## config.mk

```make
export PLATFORM = sky130hd
export DESIGN_NAME = pmc_multi
export DESIGN_NICKNAME = d
export VERILOG_FILES = /design/src/rtl/pmc_multi.sv
export SDC_FILE = /design/constraint.sdc
export NUM_CORES = 2
export LEC_CHECK = 0
export CAP_MARGIN = 30
export CORE_MARGIN = 1
export CORE_UTILIZATION = 61
export CTS_CLUSTER_DIAMETER = 100
export DETAILED_ROUTE_END_ITERATION = 10
export HOLD_SLACK_MARGIN = 0.05
export PLACE_DENSITY = 0.81
export SLEW_MARGIN = 0
export SYNTH_ARGS = -nofsm -noshare
export SYNTH_HDL_FRONTEND = slang
export SYNTH_SLANG_ARGS = --single-unit
export TNS_END_PERCENT = 5
```

## constraint.sdc

```tcl
create_clock -name clk -period 12.6 [get_ports clk]
set_input_delay 3.15 -clock clk [delete_from_list [all_inputs] [get_ports clk]]
set_output_delay 3.15 -clock clk [all_outputs]
set_load 0.05 [all_outputs]
```

## src/rtl/pmc_multi.sv

```systemverilog
// pmc_multi: bank of N_CH event counters on the data bus, each routed to one
// of N_EV event lines, with level or edge counting and sticky overflow flags.
// Ports: clk (state on falling edge), rst (sync, active-high),
//   ie/iaddr/iout instruction port (unused, iout = 0),
//   de/daddr/drw/din/dout data port (dout combinational from daddr),
//   events (event lines), pmc_irq (OR of ovf & irq_en).
module pmc_multi #(
   parameter int N_CH  = 8,
   parameter int N_EV  = 16,
   parameter int CNT_W = 32
) (
   input  logic            clk,
   input  logic            rst,
   input  logic            ie,
   input  logic [31:0]     iaddr,
   output logic [31:0]     iout,
   input  logic            de,
   input  logic [31:0]     daddr,
   input  logic [1:0]      drw,
   input  logic [31:0]     din,
   output logic [31:0]     dout,
   input  logic [N_EV-1:0] events,
   output logic            pmc_irq
);

   localparam logic [CNT_W-1:0] CNT_MAX = '1;

   logic             gen;
   logic [N_CH-1:0]  ovf;
   logic [N_CH-1:0]  en;
   logic [N_CH-1:0]  irq_en;
   logic [N_CH-1:0]  edg;
   logic [7:0]       sel [N_CH];
   logic [CNT_W-1:0] cnt [N_CH];
   logic [CNT_W-1:0] snp [N_CH];
   logic [N_EV-1:0]  prev;

   // Zero-padded to the full 8-bit select range so a select past N_EV
   // picks a constant 0 and the channel never counts.
   logic [255:0]     ev_pad;
   logic [255:0]     prev_pad;

   logic [4:0]       ci;
   logic [4:0]       si;
   logic             is_ctrl;
   logic             is_stat;
   logic             is_cnt;
   logic             is_cfg;
   logic             is_snap;
   logic             wr;
   logic             clr;
   logic             take_snap;
   logic [N_CH-1:0]  hit;
   logic [N_CH-1:0]  cnt_wr;
   logic [N_CH-1:0]  inc;
   logic [N_CH-1:0]  wrap;
   logic [N_CH-1:0]  w1c;
   logic             unused;

   assign unused   = ^{ie, iaddr, drw[1], din};
   assign iout     = '0;

   assign ev_pad   = 256'(events);
   assign prev_pad = 256'(prev);

   assign ci       = daddr[7:3];
   assign si       = daddr[6:2];
   assign is_ctrl  = daddr[31:2] == 30'd0;
   assign is_stat  = daddr[31:2] == 30'd1;
   assign is_cnt   = daddr[31:8] == 24'h1 && !daddr[2];
   assign is_cfg   = daddr[31:8] == 24'h1 && daddr[2];
   assign is_snap  = daddr[31:7] == 25'h4;

   assign wr        = de & drw[0];
   assign clr       = wr & is_ctrl & din[1];
   assign take_snap = wr & is_ctrl & din[2];
   assign w1c       = (wr & is_stat) ? din[N_CH-1:0] : '0;

   assign pmc_irq  = |(ovf & irq_en);

   // A count write or clear on the same edge swallows the increment,
   // so only surviving increments can raise an overflow.
   always_comb begin
      hit    = '0;
      cnt_wr = '0;
      inc    = '0;
      wrap   = '0;
      for (int i = 0; i < N_CH; i++) begin
         hit[i]    = gen & en[i] & ev_pad[sel[i]]
                   & ~(edg[i] & prev_pad[sel[i]]);
         cnt_wr[i] = wr & is_cnt & (ci == 5'(i));
         inc[i]    = hit[i] & ~clr & ~cnt_wr[i];
         wrap[i]   = inc[i] & (cnt[i] == CNT_MAX);
      end
   end

   always_comb begin
      dout = '0;
      if (is_ctrl)
         dout = {31'd0, gen};
      else if (is_stat)
         dout = 32'(ovf);
      for (int i = 0; i < N_CH; i++) begin
         if (is_cnt && ci == 5'(i))
            dout = 32'(cnt[i]);
         if (is_cfg && ci == 5'(i))
            dout = {21'd0, edg[i], irq_en[i], en[i], sel[i]};
         if (is_snap && si == 5'(i))
            dout = 32'(snp[i]);
      end
   end

   always_ff @(negedge clk) begin
      if (rst) begin
         gen    <= 1'b1;
         ovf    <= '0;
         en     <= '1;
         irq_en <= '0;
         edg    <= '0;
         prev   <= '0;
         for (int i = 0; i < N_CH; i++) begin
            sel[i] <= 8'(i);
            cnt[i] <= '0;
            snp[i] <= '0;
         end
      end else begin
         prev <= events;
         if (wr && is_ctrl)
            gen <= din[0];
         // Overflow set wins over a same-edge clear.
         ovf <= (ovf & ~w1c) | wrap;
         for (int i = 0; i < N_CH; i++) begin
            if (clr)
               cnt[i] <= '0;
            else if (cnt_wr[i])
               cnt[i] <= din[CNT_W-1:0];
            else if (inc[i])
               cnt[i] <= cnt[i] + 1'b1;

            if (clr)
               snp[i] <= '0;
            else if (take_snap)
               snp[i] <= cnt[i];

            if (wr && is_cfg && ci == 5'(i)) begin
               sel[i]    <= din[7:0];
               en[i]     <= din[8];
               irq_en[i] <= din[9];
               edg[i]    <= din[10];
            end
         end
      end
   end

endmodule

```

# ---- Word-level counts from Yosys, hierarchy flattened
# Memory sizes are Yosys's and may differ from the RTL's.
# Cells that the tools add are included.
# W data, S select, Z words.
dict set report word_totals {
  mem_bits_ro 0
  out_inout_bits 65
  ramBits 576
  memories 3
  in_bits 118
  elab_cells 463
  regBits 49
  latchBits 0
}
dict set report op_classes {
  div 0
  n_bitwise 139
  n_reduce_logical 41
  addsub 8
  n_eq_ne 25
  n_shift 0
  muxes 212
  mul 0
  order_cmp 8
}
# memory depth word_bits rd rd_ports_with_merged_regs write_ports line_no
set memory_table {}
lappend memory_table {cnt 8 32 8 0 8 34} ;# logic [CNT_W-1:0] cnt [N_CH];
lappend memory_table {snp 8 32 8 0 8 35} ;# logic [CNT_W-1:0] snp [N_CH];
lappend memory_table {sel 8 8 8 0 8 33} ;# logic [7:0] sel [N_CH];
# cell count
set ops {}
lappend ops {{$mux W32} 64}
lappend ops {{$add A32 B1 Y32 const B} 8}
lappend ops {{$eq A32 B32 Y1 const B} 8}
lappend ops {{$bmux W1 S8} 16}
lappend ops {{$mux W1} 121}
lappend ops {{$mux W8} 11}
lappend ops {{$lt A8 B9 Y1 const B} 8}
lappend ops {{$and A1 B1 Y1} 70}
lappend ops {{$or A1 B1 Y1} 48}
lappend ops {{$eq A5 B3 Y1 const B} 8}
lappend ops {{$logic_and A1 B1 Y1} 36}
lappend ops {{$eq A30 B1 Y1 const B} 1}
lappend ops {{$logic_not A30 Y1} 1}
lappend ops {{$eq A25 B3 Y1 const B} 1}
lappend ops {{$eq A24 B1 Y1 const B} 1}
lappend ops {{$eq A5 B2 Y1 const B} 4}
lappend ops {{$not A1 Y1} 17}
lappend ops {{$and A8 B8 Y8} 2}
lappend ops {{$eq A5 B1 Y1 const B} 2}
lappend ops {{$logic_not A5 Y1} 2}
lappend ops {{$not A8 Y8} 1}
lappend ops {{$or A8 B8 Y8} 1}
lappend ops {{$reduce_or A8 Y1} 1}
lappend ops {{$logic_not A1 Y1} 1}

# ---- Logic depth before layout (Yosys ltp)
dict set report logic_depth {
  ltp_word 27
  ltp_mapped 12
  ltp_nobuf 10
}

==> metrics.md <==
| Metric | Value |
|---|---|
| Final setup violation count | `12` |
| #FFs+latches synth | `625` |
| CTS Buf Count | `71` |
| Via count of the first global-routing pass | `34800` |
| Status | `complete, but fails checks` |
| Arr. time, crit path | `9.58 ns` |
| Die ar. | `0.0603 mm²` |
| Routed wire length | `141000 µm` |
| P&R area growth vs syn | `21.1%` |
| GPL Wtd Cong | `1.04` |
| Post-route ant nets | `0` |
| Peak VDD IR | `155 µV` |
| H-tree levels | `3` |
| GRT Total Usage | `0.464` |
| WL/cell | `27.6 µm` |
| # IOs | `183` |
| YS warnings | `0` |
| Failing checks | `DRC, setup timing` |
| Final Hold Fails | `0` |
| Internal | `4.09 mW` |
| Length of the first detailed-routing pass in iterations | `11` |
| Type of destination of the critical path | `primary output` |
| R2r worst-path depth | `8` |
| CP startpoint kind | `flop` |
| Initial antenna violation count | `7` |
| Leakage | `17.7 nW` |
| GR Layer Usage met3 | `0.144` |
| # clock sinks | `625` |
| Initial core utilization | `0.623` |
| Post-Route Skew | `0.0452 ns` |
| Post-synth EDFFs | `576` |
| Sequential-to-total area share from yosys stat | `0.505` |
| Crit Path Class | `reg2out` |
| Req. time, crit path | `9.45 ns` |
| Final hold slack | `0.512 ns` |
| Setup TNS | `-0.578 ns` |
| Async S/R FF share, synth | `0` |
| Switching share of power | `0.310` |
| Vias per cell | `6.82` |
| Maximum clock path buffer count | `3` |
| I/O Buffers | `114` |
| Max Cap Viol | `0` |
| GRT Max-Usage Layer | `met2` |
| Net Sw Power | `1.84 mW` |
| Yosys cell types | `77` |
| Reg power frac | `0.415` |
| Worst-margin pin slew | `1.08 ns` |
| Final instance area | `0.0438 mm²` |
| Final Power | `5.93 mW` |
| Nets@finish | `4411` |
| Share of cells above drive strength 1 | `0.112` |
| # fillers | `3859` |
| Worst Hold Class | `reg2reg` |
| Rel. slew slack | `0.278` |
| Clk pin slew, worst setup/hold paths | `0.04 ns` |
| Worst r2r src | `cnt[1][96]` |
| Met2 Use GR | `0.701` |
| Pin count of the biggest net entering global routing | `127` |
| Primary FF master, synth | `edfxtp_1` |
| Crit path launch | `ovf[5]` |
| Post-Place Setup Slack | `-0.0285 ns` |
| DRC Markers | `4` |
| Root buffer cell | `clkbuf_16` |
| Mapped Area | `0.0362 mm²` |
| Overflow after GRT | `0` |
| Slew Limit Fails | `0` |
| Die width | `246 µm` |
| First-pass GRT wire length | `207000 µm` |
| Die height | `246 µm` |
| Clk_lat worst skew | `0.69 ns` |
| Vias | `34800` |
| Core area | `0.0581 mm²` |
| Grt met1 use | `0.557` |
| PD cells | `135 mW/mm²` |
| Hold wc startpoint | `irq_en[3]` |
| Clock power frac | `0.524` |
| Initial DRC count | `5553` |
| Hpwl dp | `94300 µm` |
| RSZ-0062 raised after global routing | `true` |
| Commonest non-fill, non-tap cell in the layout | `inv_1` |
| Cell count after synthesis | `3535` |
| Placement Rows | `88` |
| Peak fanout along the critical path | `2` |
| Most frequent cells in the layout | `inv_1, edfxtp_1, nand2_1` |
| Comb pwr share | `0.062` |
| Post-route setup slack | `-0.132 ns` |
| Placed inst area | `0.0389 mm²` |
| Hold Path Depth | `2` |
| CTS tree | `built` |
| Syn_area_per_cell | `10.2 µm²` |
## through the flow
| step | util | std cells |
|---|---|---|
| 2_1_floorplan | - | 3566 |
| 3_3_place_gp | 0.669 | 4347 |
| 3_5_place_dp | 0.670 | 4351 |
| 4_1_cts | 0.754 | 5103 |
| 5_1_grt | 0.754 | 5105 |
| 6_report | 0.754 | 5106 |
## registers in the layout, indices dropped and copies added, names as in the netlist
signal	count
sel	64
en	8
cnt	256
gen	1
edg	8
ovf	8
irq_en	8
snp	256
prev	16
## final timing paths
check / slack [ns] / to
max reg2reg: 8.89 / ovf[7]
min reg2reg: 0.51 / irq_en[3]
max: -0.13 / dout[5]
min: 0.51 / irq_en[3]
## synth_stat cells, drive strengths merged (12+ instances only)
cell type,count,area (µm²)
edfxtp,576,17300
nand2,451,1690
nor2,327,1230
o21ai,269,1350
and2,246,1540
clkbuf,191,717
xor2,133,1160
a21oi,122,611
nand3,117,591
xnor2,107,937
a22oi,105,788
buf,97,577
mux4,66,1490
and3,57,357
nand4,53,347
o221ai,53,464
nor3,52,305
dfxtp,49,981
o22ai,43,269
mux2i,39,390
inv,36,135
a221oi,32,280
a222oi,32,320
nor2b,30,188
a31oi,28,175
nand2b,26,163
nor4,26,258
o221a,19,214
a211o,15,131
nand3b,14,105
mux2,13,146
a211oi,12,90.1
## cell type report
cell class / instances / area, µm² / share of cell area
Antenna cell: 1 / 2.50 / 0.0000571
Clock buffer: 73 / 1830 / 0.0417
Clock inverter: 680 / 3020 / 0.0688
Inverter: 35 / 131 / 0.00300
Multi-Input combinational cell: 2617 / 16800 / 0.383
Sequential cell: 625 / 18300 / 0.417
Tap cell: 765 / 957 / 0.0218
Timing Repair Buffer: 310 / 2840 / 0.0647
## per-layer routing
layer | up-vias | wire length [µm]
met1 | 16400 | 46800
met2 | 3118 | 63500
met5 | - | 76
met3 | 740 | 18900
met4 | 12 | 11800
li1 | 14600 | -
## repair_timing
| item | CTS | global route |
|---|---|---|
| pin swaps | 1 | 4 |
| gates resized for setup | 35 | 8 |
| endpoints found under the setup margin | 25 | 15 |
| hold buffers | 0 | 0 |
| setup buffers | 0 | 1 |
## logic make-up (layout without fill, tap and decap cells)
family	count (synthesis)	after routing	synth area share
fa+ha+maj	8	8	0.00277
xor+xnor	240	240	0.0581
simple gates	1431	1431	0.194
compound gates	788	788	0.145
other cells	1	33	0.000104
buf+inv	324	1098	0.0395
flops	625	625	0.505
mux	118	118	0.0559
## worst max-delay path: stages (launching register included)
cell	delay (ns)
dfxtp_1	0.50
o21ai_0	0.17
a2111oi_0	0.57
a2bb2oi_1	0.14
o21ai_0	0.22
a21oi_1	0.25
o2111ai_1	0.39
o2bb2ai_1	0.16
buf_4	0.22
## power by group through the flow
stage                     sequential, mW  combinational (mW)  clock [mW]
after global routing                2.46               0.374        3.34
after global placement              2.47               0.343       0.294
after CTS                           2.45               0.353        3.12
after floorplan                     2.43               0.219       0.294
after detailed placement            2.48               0.350       0.294
final                               2.46               0.365        3.11
(Power assumes the default switching activity.)
